[config.mk]
export PLATFORM = sky130hd
export DESIGN_NAME = act_mem_packer
export DESIGN_NICKNAME = d
export VERILOG_FILES = /design/src/rtl/act_mem_pkg.sv /design/src/rtl/act_lane_insert.sv /design/src/rtl/act_mem_packer.sv
export SDC_FILE = /design/constraint.sdc
export NUM_CORES = 1
export LEC_CHECK = 0
export BUFFER_PORTS_ARGS = -buffer_cell sky130_fd_sc_hd__buf_4
export CELL_PAD_IN_SITES_DETAIL_PLACEMENT = 1
export CELL_PAD_IN_SITES_GLOBAL_PLACEMENT = 1
export CORE_ASPECT_RATIO = 1.2
export CORE_MARGIN = 4
export CORE_UTILIZATION = 34
export CTS_CLUSTER_SIZE = 24
export DETAILED_ROUTE_END_ITERATION = 10
export PLACE_DENSITY_LB_ADDON = 0.2
export SLEW_MARGIN = 20
export SYNTH_ARGS = -nofsm -noshare
export SYNTH_HDL_FRONTEND = slang
export SYNTH_SLANG_ARGS = --single-unit
[constraint.sdc]
create_clock -name clk -period 8.88 [get_ports clk]
set_clock_uncertainty 0.1 [all_clocks]
set_input_delay 1.776 -clock clk [delete_from_list [all_inputs] [get_ports clk]]
set_output_delay 1.776 -clock clk [all_outputs]
set_load 0.1 [all_outputs]
[src/rtl/act_mem_pkg.sv]
// Shared activation-memory constants, packer FSM states and the precision-mode decode
// used by both the write-side packer and the read-side unpack mux.
package act_mem_pkg;

  localparam int PMAX        = 8;
  localparam int PMIN        = 2;
  localparam int NUM_BANKS   = PMAX / PMIN;
  localparam int DATA_WIDTH  = PMAX * NUM_BANKS;
  localparam int PMODE_WIDTH = $clog2(NUM_BANKS);
  localparam int MAX_MODE    = $clog2(PMAX / PMIN);
  localparam int EW_W        = $clog2(PMAX) + 1;
  localparam int EPW_W       = $clog2(DATA_WIDTH / PMIN) + 1;
  localparam int CNT_W       = $clog2(DATA_WIDTH / PMIN);

  typedef enum logic [1:0] {IDLE, FILL, WRITE, DONE} state_e;

  typedef struct packed {
    logic [EW_W-1:0]  ew;
    logic [EPW_W-1:0] epw;
  } prec_cfg_t;

  // Modes beyond the narrowest legal precision fall back to PMIN-bit elements.
  function automatic logic [PMODE_WIDTH-1:0] eff_mode(input logic [PMODE_WIDTH-1:0] mode);
    return (int'(mode) > MAX_MODE) ? PMODE_WIDTH'(MAX_MODE) : mode;
  endfunction

  function automatic prec_cfg_t mode_cfg(input logic [PMODE_WIDTH-1:0] mode);
    prec_cfg_t cfg;
    cfg.ew  = EW_W'(PMAX >> eff_mode(mode));
    cfg.epw = EPW_W'(NUM_BANKS << eff_mode(mode));
    return cfg;
  endfunction

endpackage

[src/rtl/act_lane_insert.sv]
// Combinational lane write: drops an ew-bit element into lane cnt of a DATA_WIDTH word,
// masking off element bits above ew and leaving all other lanes untouched.
module act_lane_insert
  import act_mem_pkg::*;
(
  input  logic [EW_W-1:0]       ew_i,
  input  logic [CNT_W-1:0]      cnt_i,
  input  logic [PMAX-1:0]       elem_i,
  input  logic [DATA_WIDTH-1:0] word_i,
  output logic [DATA_WIDTH-1:0] word_o
);

  localparam int SH_W = $clog2(DATA_WIDTH);

  logic [SH_W-1:0]       sh;
  logic [DATA_WIDTH-1:0] mask;
  logic [DATA_WIDTH-1:0] elem_w;

  always_comb begin
    mask   = (DATA_WIDTH'(1) << ew_i) - DATA_WIDTH'(1);
    sh     = SH_W'(cnt_i) * SH_W'(ew_i);
    elem_w = DATA_WIDTH'(elem_i) & mask;
    word_o = (word_i & ~(mask << sh)) | (elem_w << sh);
  end

endmodule

[src/rtl/act_mem_packer.sv]
// Packs a precision-mode element stream into DATA_WIDTH words written from base_addr; wr_valid rises the cycle after a word's last element.
// wr_data/wr_addr hold under wr_ready backpressure; define ACT_PACKER_SKID_EN for a ping-pong buffer that keeps in_ready high during writes.
module act_mem_packer
  import act_mem_pkg::*;
#(
  parameter int MEM_ADDR_WIDTH = 10
) (
  input  logic                      clk,
  input  logic                      reset,
  input  logic                      start,
  input  logic [PMODE_WIDTH-1:0]    precision_mode,
  input  logic [MEM_ADDR_WIDTH-1:0] base_addr,
  input  logic                      in_valid,
  output logic                      in_ready,
  input  logic [PMAX-1:0]           in_data,
  input  logic                      in_last,
  output logic                      wr_valid,
  input  logic                      wr_ready,
  output logic [MEM_ADDR_WIDTH-1:0] wr_addr,
  output logic [DATA_WIDTH-1:0]     wr_data,
  output logic                      done,
  output logic                      busy
);

  state_e                    state_q, state_d;
  prec_cfg_t                 cfg_q;
  logic [CNT_W-1:0]          cnt_q;
  logic [DATA_WIDTH-1:0]     fbuf_q;
  logic [DATA_WIDTH-1:0]     ins_word;
  logic [MEM_ADDR_WIDTH-1:0] addr_q;
  logic                      acc;
  logic                      hs;
  logic                      word_end;
  logic                      run_start;

  act_lane_insert u_lane_insert (
    .ew_i   (cfg_q.ew),
    .cnt_i  (cnt_q),
    .elem_i (in_data),
    .word_i (fbuf_q),
    .word_o (ins_word)
  );

  assign run_start = (state_q == IDLE) && start;
  assign acc       = in_valid && in_ready;
  assign hs        = wr_valid && wr_ready;
  assign word_end  = acc && (in_last || (EPW_W'(cnt_q) == cfg_q.epw - EPW_W'(1)));
  assign wr_addr   = addr_q;

  always_ff @(posedge clk or negedge reset) begin
    if (!reset) state_q <= IDLE;
    else        state_q <= state_d;
  end

`ifdef ACT_PACKER_SKID_EN
  // fbuf_q fills while wbuf_q is offered to memory; a completed fill word waits in fbuf_q (ffull_q) until the slot frees.
  logic [DATA_WIDTH-1:0] wbuf_q;
  logic                  wlast_q, ffull_q, flast_q, seen_last_q;
  logic                  slot_free, move, move_last, wvld_d;
  logic [DATA_WIDTH-1:0] move_word;

  assign slot_free = (state_q != WRITE) || hs;
  assign move      = slot_free && (ffull_q || word_end);
  assign move_word = ffull_q ? fbuf_q : ins_word;
  assign move_last = ffull_q ? flast_q : in_last;
  assign wvld_d    = move || ((state_q == WRITE) && !hs);
  assign wr_data   = wbuf_q;

  always_comb begin
    state_d = state_q;
    unique case (state_q)
      IDLE:        if (start) state_d = FILL;
      FILL, WRITE: begin
        if (hs && wlast_q) state_d = DONE;
        else if (wvld_d)   state_d = WRITE;
        else               state_d = FILL;
      end
      DONE:        state_d = IDLE;
      default:     state_d = IDLE;
    endcase
  end

  always_comb begin
    in_ready = ((state_q == FILL) || (state_q == WRITE)) && !ffull_q && !seen_last_q;
    wr_valid = (state_q == WRITE);
    done     = (state_q == DONE);
    busy     = (state_q != IDLE);
  end

  always_ff @(posedge clk or negedge reset) begin
    if (!reset) begin
      cfg_q       <= '0;
      cnt_q       <= '0;
      fbuf_q      <= '0;
      addr_q      <= '0;
      wbuf_q      <= '0;
      wlast_q     <= 1'b0;
      ffull_q     <= 1'b0;
      flast_q     <= 1'b0;
      seen_last_q <= 1'b0;
    end else begin
      if (run_start) begin
        cfg_q       <= mode_cfg(precision_mode);
        addr_q      <= base_addr;
        cnt_q       <= '0;
        fbuf_q      <= '0;
        ffull_q     <= 1'b0;
        flast_q     <= 1'b0;
        seen_last_q <= 1'b0;
      end
      if (acc) begin
        seen_last_q <= in_last;
        cnt_q       <= word_end ? '0 : cnt_q + CNT_W'(1);
        fbuf_q      <= (word_end && move) ? '0 : ins_word;
        if (word_end && !move) begin
          ffull_q <= 1'b1;
          flast_q <= in_last;
        end
      end
      if (ffull_q && move) begin
        fbuf_q  <= '0;
        ffull_q <= 1'b0;
      end
      if (move) begin
        wbuf_q  <= move_word;
        wlast_q <= move_last;
      end else if (hs) begin
        wbuf_q  <= '0;
      end
      if (hs) addr_q <= addr_q + MEM_ADDR_WIDTH'(1);
    end
  end
`else
  logic last_q;

  assign wr_data = fbuf_q;

  always_comb begin
    state_d = state_q;
    unique case (state_q)
      IDLE:    if (start) state_d = FILL;
      FILL:    if (word_end) state_d = WRITE;
      WRITE:   if (hs) state_d = last_q ? DONE : FILL;
      DONE:    state_d = IDLE;
      default: state_d = IDLE;
    endcase
  end

  always_comb begin
    in_ready = (state_q == FILL);
    wr_valid = (state_q == WRITE);
    done     = (state_q == DONE);
    busy     = (state_q != IDLE);
  end

  always_ff @(posedge clk or negedge reset) begin
    if (!reset) begin
      cfg_q  <= '0;
      cnt_q  <= '0;
      fbuf_q <= '0;
      addr_q <= '0;
      last_q <= 1'b0;
    end else begin
      if (run_start) begin
        cfg_q  <= mode_cfg(precision_mode);
        addr_q <= base_addr;
        cnt_q  <= '0;
        fbuf_q <= '0;
      end
      if (acc) begin
        fbuf_q <= ins_word;
        cnt_q  <= cnt_q + CNT_W'(1);
        last_q <= in_last;
      end
      if (hs) begin
        fbuf_q <= '0;
        cnt_q  <= '0;
        addr_q <= addr_q + MEM_ADDR_WIDTH'(1);
      end
    end
  end
`endif

endmodule

==> out/results.txt, run 1 <==
Synthesized area = 5320 um^2
Max-Cap Viols = 0
N_diodes = 0
CP top delay family = adder cells
Wire length of the first global-routing pass = 33300 um
Worst-Skew Late Latency = 0.30 ns
Synthesized flop and latch total = 53
CTS Hold Bufs = 0
Pre-CTS setup slack = 3.85 ns
DIE AREA = 17700 um^2
Synth cell types = 91
Final hold vios = 0
H-tree depth = 2
Gate power share = 0.747
Vias in the first global route = 5707
Achievable Freq = 0.197 GHz
Final Power = 0.00252 W
Post_cts resized = 0
Arrival time worst endpoint = 5.16 ns
Cells along the critical path = and2_1 -> fa_1 -> inv_1 -> fa_1 -> fa_1 -> xor2_1 -> xnor3_2 -> xor2_2 -> nor2_2 -> a311o_1 -> a21oi_1 -> o21ai_1
Setup_tns = 0 ns
Worst setup SP type = flop
VDD IR-drop max = 0.266 mV
Reg power frac = 0.173
CP most frequent cell = fa_1
Postcts setup bufs = 0
Critical path buffer and inverter count = 1
Synth Instances = 694
Die W = 122 um
Deepest clock path buffer count = 2
Clock root buffer = clkbuf_16
Detailed Route WL = 21000 um
Final Cycle Share = 0.571
Nets = 768
First drt pass iteration count = 5
PD cells = 417 nW/um^2
Total core area = 15100 um^2
Post-synthesis net count = 737
Sequential-to-total area share from yosys stat = 0.249
Routed vias = 5736
All-Layer GR Usage = 0.235
Final setup fails = 0
Net Sw Frac = 0.631
Vias per Instance = 6.17
Most frequent cells in the layout = 100 x nand2_1, 81 x buf_4, 55 x nor2_1
PortBufs = 71
Main synth FF type = dfrtp_1
Lkg Pwr = 2.53 nW
Die Ht = 145 um
DR DRC count = 0
Antenna violations before repair = 0
Hold Crit Class = reg2reg
Least-Margin Pin Slew = 1.02 ns
Io pins = 72
Peak per-stage delay on the critical path = 0.83 ns
WS Path Type = reg2reg
Fillers = 1936
Gr ovfl total = 0
Critical Path RT = 8.97 ns
CTS tree = done
Internal = 0.000928 W
Ys Warns = 0
Initial drt markers = 522
CTS buffer count = 5
Post-synth EDFFs = 0
Site Rows = 49
Reg clk slew, reported paths = 0.07 ns
Area Overhead vs Synth = 13.4%
Layout cells sized above 1 = 0.176
ANT nets after route = 0
DR WL/cell = 22.6 um
Initial core utilization = 0.351
Slew Limit Fails = 0
RSZ-0062 raised after global routing = no
Run status = complete, no violations
Commonest non-fill, non-tap cell in the layout = nand2_1
Clock power frac = 0.080
CP max stage cell = xor2_2
CP Max Fanout = 25
Switch Pwr = 0.00159 W
Ys async rst share = 1.00
Minimum clock period = 5.07 ns
CTS Sinks = 53
Critical Path End Type = flop
Syn Area/Cell = 7.66 um^2
Slew margin rel. = 0.321
Largest net degree at the start of global routing = 60
Routability congestion estimate = 0.913
Final worst slack = 3.81 ns
DP HPWL = 15400 um
## worst register-to-register path, cell delays in order (launching register included)
cell     delay (ns)
dfrtp_1        0.71
and2_1         0.36
fa_1           0.53
inv_1          0.06
fa_1           0.51
fa_1           0.44
xor2_1         0.20
xnor3_2        0.40
xor2_2         0.83
nor2_2         0.25
a311o_1        0.36
a21oi_1        0.14
o21ai_1        0.07
## power groups by stage
stage / clock [W] / combinational [W] / sequential (W)
2_1_floorplan: 0 / 0.000994 / 0.000807
3_3_place_gp: 0 / 0.00184 / 0.000432
3_5_place_dp: 0 / 0.00186 / 0.000438
4_1_cts: 0.000208 / 0.00187 / 0.000434
5_1_grt: 0.000217 / 0.00199 / 0.000450
6_report: 0.000201 / 0.00188 / 0.000435
## routing by layer
layer | share of wire | up-vias | global-route usage
met1 | 0.46 | 2895 | 0.339
met3 | 0.043 | 37 | 0.0253
met2 | 0.47 | 170 | 0.372
met4 | 0.026 | 0 | 0.0689
li1 | - | 2634 | -
met5 | 0 | - | 0
## cells by family after synthesis
family          count (synthesis)  share of synthesized area
xor+xnor                       11                     0.0223
fa+ha+maj                      17                     0.0442
buf+inv                        80                     0.0713
compound gates                248                      0.319
flops                          53                      0.249
mux                            23                     0.0515
simple gates                  262                      0.242
## final timing paths
kind | startpoint | endpoint | slack (ns) | cells past startpoint
setup reg to reg | cnt_q[0] | wr_data[18] | 3.81 | 12
setup / recovery | cnt_q[0] | wr_data[18] | 3.81 | 12
hold / removal | wr_data[7] | wr_data[7] | 0.40 | 1
hold reg to reg | wr_data[7] | wr_data[7] | 0.40 | 1
min in group asynchronous | reset | wr_data[15] | 1.43 | 1
max in group asynchronous | reset | last_q | 6.75 | 1
## per-stage QoR
step | instances | hold slack [ns] | instance area (um^2) | util
CTS | 930 | 0.403 | 6030 | 0.398
floorplan | 694 | 0.337 | 5320 | -
finish | 930 | 0.400 | 6030 | 0.398
global placement | 922 | 0.376 | 5890 | 0.389
global route | 930 | 0.427 | 6030 | 0.398
detailed placement | 922 | 0.385 | 5890 | 0.389
## cell usage after synthesis (all sizes together), types with 8 or more instances
cell,n,share of area
nor2,57,0.041
ha,14,0.033
o22ai,13,0.015
clkbuf,32,0.023
buf,25,0.032
a21oi,48,0.046
a31oi,14,0.016
and2,17,0.020
nand2,101,0.072
o21ai,63,0.059
a211oi,8,0.012
mux2i,15,0.028
dfrtp,53,0.25
nor3,10,0.011
nand3,29,0.028
inv,23,0.016
o211ai,11,0.016
## state kept, by name, indices dropped and copies added, names as in the netlist
name,cells
cfg_q,4
cnt_q,4
last_q,1
state_q,2
wr_addr,10
wr_data,32
## final cells by class
class                   instances  area, um^2  area share
clock buffers                   7         133      0.0220
clock inverters                 1        7.51     0.00125
inverters                      23        86.3      0.0143
multi-input cells             561        3610       0.599
flip-flops and latches         53        1330       0.220
well taps                     204         255      0.0423
repair buffers                 81         608       0.101
(Power assumes the default switching activity.)
==> run 2, diff against run 1 <==
==> constraint.sdc (replaced) <==
create_clock -name clk -period 4.9 [get_ports clk]
set_clock_uncertainty 0.1 [all_clocks]
set_input_delay 0.98 -clock clk [delete_from_list [all_inputs] [get_ports clk]]
set_output_delay 0.98 -clock clk [all_outputs]
set_load 0.1 [all_outputs]
==> run 2 against run 1 <==
  * Worst hold slack worse by 0.0099 ns
  * Highest routed layer unchanged
  * Wire length rose by 0.80%
  * Clock power rose by 77%
  * Global-route usage is 0.13 points higher
  * Clock-buffer cell count unchanged
  * Combinational power increased by 89%
==> out/results.txt, run 2 (same netlist as run 1, synthesis figures left out) <==
CTS Hold Bufs = 0
Achievable Freq = 0.229 GHz
CP max stage cell = fa_1
Multi-input combinational cell area = 3610 um^2
Cells along the critical path = and2_1 -> fa_1 -> inv_1 -> fa_1 -> fa_1 -> xor2_1 -> xnor3_2 -> xor2_2 -> buf_4 -> nor2_1 -> a21oi_1 -> o21ai_0 -> o21ai_0
Area Overhead vs Synth = 14.9%
Design area = 6110 um^2
Postcts setup bufs = 0
DR WL/cell = 22.5 um
Critical Path RT = 4.94 ns
Worst setup SP type = flop
Commonest non-fill, non-tap cell in the layout = nand2_1
Critical path buffer and inverter count = 2
N_diodes = 0
Fillers = 1915
Io pins = 72
Nets = 779
Deepest clock path buffer count = 2
Minimum clock period = 4.37 ns
WHS Path Cells = 2
First drt pass iteration count = 5
Die W = 122 um
Gr ovfl total = 0
H-tree depth = 2
Hold Crit Class = reg2reg
Most frequent cells in the layout = 100 x nand2_1, 92 x buf_4, 55 x nor2_1
Clock root buffer = clkbuf_16
DIE AREA = 17700 um^2
Worst path depth = 13
DP HPWL = 15900 um
Final core utilization = 0.404
All-Layer GR Usage = 0.237
CTS buffer count = 5
Placed cell count = 933
Post_cts resized = 0
CP top delay family = adder cells
Final hold vios = 0
Antenna violations before repair = 0
Max-Cap Viols = 0
Area of placed instances = 5970 um^2
RSZ-0062 raised after global routing = no
Site Rows = 49
Detailed Route WL = 21200 um
Arrival time worst endpoint = 4.42 ns
Initial core utilization = 0.351
Layout cells sized above 1 = 0.189
Die Ht = 145 um
Slew Limit Fails = 0
WS Path Type = reg2reg
Routed vias = 5881
PortBufs = 71
CP most frequent cell = fa_1
CTS tree = done
Run status = complete, no violations
Wire length of the first global-routing pass = 33600 um
Largest register FFs = 32
Reg area = 1330 um^2
Initial drt markers = 672
Least-Margin Pin Slew = 0.825 ns
CP Max Fanout = 16
Critical Path End Type = flop
Slew margin rel. = 0.445
Routability congestion estimate = 0.949
Largest net degree at the start of global routing = 54
DR DRC count = 0
VDD IR-drop max = 0.357 mV
Vias in the first global route = 5911
PD cells = 758 nW/um^2
Worst Hold Slack = 0.391 ns
R2R cell count = 13
Vias per Instance = 6.25
Total core area = 15100 um^2
Reg clk slew, reported paths = 0.07 ns
Final setup fails = 0
Setup_tns = 0 ns
Peak per-stage delay on the critical path = 0.53 ns
Worst-Skew Late Latency = 0.30 ns
Post-route insts no fill = 941
Lkg Pwr = 2.59 nW
Final Cycle Share = 0.893
CTS Sinks = 53
ANT nets after route = 0
-- run 2: changes by cell type in the layout (fill, tap and decap cells not counted) --
| cell | previous run | this run |
|---|---|---|
| buf_4 | 81 | 92 |
-- run 2: through the flow --
step	setup slack [ns]	total power, W
floorplan	0.622	0.00326
global placement	0.579	0.00419
detailed placement	0.522	0.00422
CTS	0.503	0.00460
global route	0.391	0.00488
finish	0.525	0.00463
-- run 2: layout make-up --
type | count | share of cell area
Multi-Input combinational cell | 561 | 0.591
Clock inverter | 1 | 0.00123
Inverter | 23 | 0.0141
Tap cell | 204 | 0.0418
Timing Repair Buffer | 92 | 0.113
Sequential cell | 53 | 0.217
Clock buffer | 7 | 0.0217
-- run 2: path summary, 6_finish.rpt --
kind	start	endpoint	slack (ns)
max	cnt_q[1]	wr_data[4]	0.53
min	last_q	last_q	0.39
max reg2reg	cnt_q[1]	wr_data[4]	0.53
min reg2reg	last_q	last_q	0.39
max in group asynchronous	reset	wr_addr[0]	3.60
min in group asynchronous	reset	wr_data[23]	0.62
-- run 2: layer usage --
metal | track usage | vias to the layer above | part of all wire
met5 | 0 | - | 0
met2 | 0.377 | 229 | 0.48
met3 | 0.0269 | 37 | 0.058
met1 | 0.340 | 2959 | 0.44
met4 | 0.0627 | 0 | 0.021
li1 | - | 2656 | -
-- run 2: worst min-delay path, stage by stage, from the launching register on --
cell	delay [ns]
dfrtp_1	0.35
nand2_1	0.05
nand2_1	0.06
-- run 2: power by group --
| group | switching [W] | internal [W] |
|---|---|---|
| sequential | 0.000140 | 0.000574 |
| clock | 0.000166 | 0.000190 |
| combinational | 0.00260 | 0.000963 |
| total | 0.00291 | 0.00173 |
==> run 3, diff against run 2 <==
--- a/config.mk
+++ b/config.mk
@@ -13,7 +13,7 @@
 export CORE_UTILIZATION = 34
 export CTS_CLUSTER_SIZE = 24
 export DETAILED_ROUTE_END_ITERATION = 10
-export PLACE_DENSITY_LB_ADDON = 0.2
+export PLACE_DENSITY = 0.68
 export SLEW_MARGIN = 20
 export SYNTH_ARGS = -nofsm -noshare
 export SYNTH_HDL_FRONTEND = slang
==> run 3 against run 2 <==
  * Worst hold slack gained 0.011 ns
  * Register-to-register slack improved by 0.15 ns
  * First-iteration DRC count down 32%
  * Sequential share of layout area hardly changed
  * Utilization fell by 0.074 points
  * Combinational power is essentially flat
  * Wire length grew 3.3%
  * Critical path depth fell by 1
  * Sequential power barely moved
  * Largest cell class unchanged
  * Highest routed layer unchanged
==> out/results.txt, run 3 (same netlist as run 1, synthesis figures left out) <==
Lkg Pwr = 2.58 nW
Arrival time worst endpoint = 4.31 ns
Reg area = 1330 um^2
GR peak layer = met2
DR DRC count = 0
All-Layer GR Usage = 0.244
Least-Margin Pin Slew = 0.780 ns
Vias in the first global route = 5856
Most frequent cells in the layout = 100 x nand2_1, 85 x buf_4, 55 x nor2_1
Wire length of the first global-routing pass = 34300 um
Met1 usage = 0.353
Antenna violations before repair = 0
Critical Path RT = 4.99 ns
CP most frequent cell = fa_1
Layout cells sized above 1 = 0.185
GR Util met2 = 0.386
Site Rows = 49
Final Cycle Share = 0.862
Worst-Skew Late Latency = 0.30 ns
CP max stage cell = fa_1
DIE AREA = 17700 um^2
Area Overhead vs Synth = 14.7%
Hold Crit Class = reg2reg
Achievable Freq = 0.237 GHz
Detailed Route WL = 21900 um
H-tree depth = 2
PortBufs = 71
CTS Hold Bufs = 0
Critical Path End Type = flop
CP Max Fanout = 13
Cells along the critical path = and2_1 -> fa_1 -> inv_1 -> fa_1 -> fa_1 -> xor2_1 -> xnor3_2 -> xor2_2 -> buf_4 -> a2111oi_2 -> nor3_1 -> a221o_1
WS Path Type = reg2reg
Deepest clock path buffer count = 2
Slew margin rel. = 0.473
Nets = 773
Io pins = 72
CTS buffer count = 5
DR WL/cell = 23.4 um
Design area = 6100 um^2
Largest net degree at the start of global routing = 59
Slew Limit Fails = 0
Peak per-stage delay on the critical path = 0.51 ns
Reg clk slew, reported paths = 0.07 ns
Max-Cap Viols = 0
Final hold vios = 0
Clock root buffer = clkbuf_16
Final setup fails = 0
Final core utilization = 0.403
Setup_tns = 0 ns
Postcts setup bufs = 0
Largest register FFs = 32
PD cells = 769 nW/um^2
Run status = complete, no violations
Multi-input combinational cell area = 3610 um^2
RSZ-0062 raised after global routing = no
Fillers = 1904
N_diodes = 0
Initial core utilization = 0.351
Area of placed instances = 5940 um^2
CTS Sinks = 53
CTS tree = done
Worst setup SP type = flop
ANT nets after route = 0
Die W = 122 um
Commonest non-fill, non-tap cell in the layout = nand2_1
Routability congestion estimate = 0.910
Die Ht = 145 um
Total core area = 15100 um^2
Gr ovfl total = 0
Post_cts resized = 0
Routed vias = 5745
Grt met3 use = 0.0354
VDD IR-drop max = 0.403 mV
First drt pass iteration count = 6
DP HPWL = 16400 um
Initial drt markers = 456
Minimum clock period = 4.22 ns
Vias per Instance = 6.14
==> run 3: changes by cell type in the layout (fill, tap and decap cells not counted) <==
cell	before	now
clkbuf_1	2	0
buf_4	92	85
inv_6	0	1
buf_12	0	1
clkbuf_8	0	2
clkinvlp_4	1	0
==> run 3: report_power, final <==
part / switching, W / leakage, nW / internal (W) / total, W
logic: 0.00263 / 1.81 / 0.000948 / 0.00357
registers: 0.000141 / 0.692 / 0.000574 / 0.000715
clock network: 0.000180 / 0.0805 / 0.000220 / 0.000400
total: 0.00295 / 2.58 / 0.00174 / 0.00469
==> run 3: final timing paths <==
check	start	end	slack [ns]	cells past startpoint
setup / recovery	cnt_q[1]	wr_data[16]	0.68	12
hold / removal	last_q	last_q	0.40	2
setup reg to reg	cnt_q[1]	wr_data[16]	0.68	12
hold reg to reg	last_q	last_q	0.40	2
max in group asynchronous	reset	cnt_q[1]	3.59	1
min in group asynchronous	reset	wr_data[13]	0.62	1
==> run 3: cell type report <==
class | instances | share of cell area
Clock inverter | 1 | 0.00144
Timing Repair Buffer | 86 | 0.108
Inverter | 23 | 0.0142
Clock buffer | 7 | 0.0250
Multi-Input combinational cell | 561 | 0.592
Tap cell | 204 | 0.0418
Sequential cell | 53 | 0.217
==> run 3: critical path, delay by kind of cell (launching register included) <==
kind | cells | cell delay, ns
buf+inv | 2 | 0.31
simple gates | 2 | 0.31
fa+ha+maj | 3 | 1.46
compound gates | 2 | 0.65
flops | 1 | 0.45
xor+xnor | 3 | 0.84
==> run 3: per-layer routing <==
layer	vias to the layer above	wire [um]	part of all wire
met1	2902	9970	0.45
met4	0	346	0.016
met2	183	10400	0.47
met5	-	0	0
li1	2640	-	-
met3	20	1230	0.056
==> run 3: metrics by stage <==
step	std cells	setup slack (ns)	power [W]	hold WS [ns]
3_5_place_dp	927	0.695	0.00425	0.388
6_report	935	0.677	0.00469	0.402
4_1_cts	935	0.672	0.00466	0.406
3_3_place_gp	927	0.797	0.00421	0.361
5_1_grt	935	0.464	0.00495	0.427
2_1_floorplan	694	0.622	0.00326	0.337
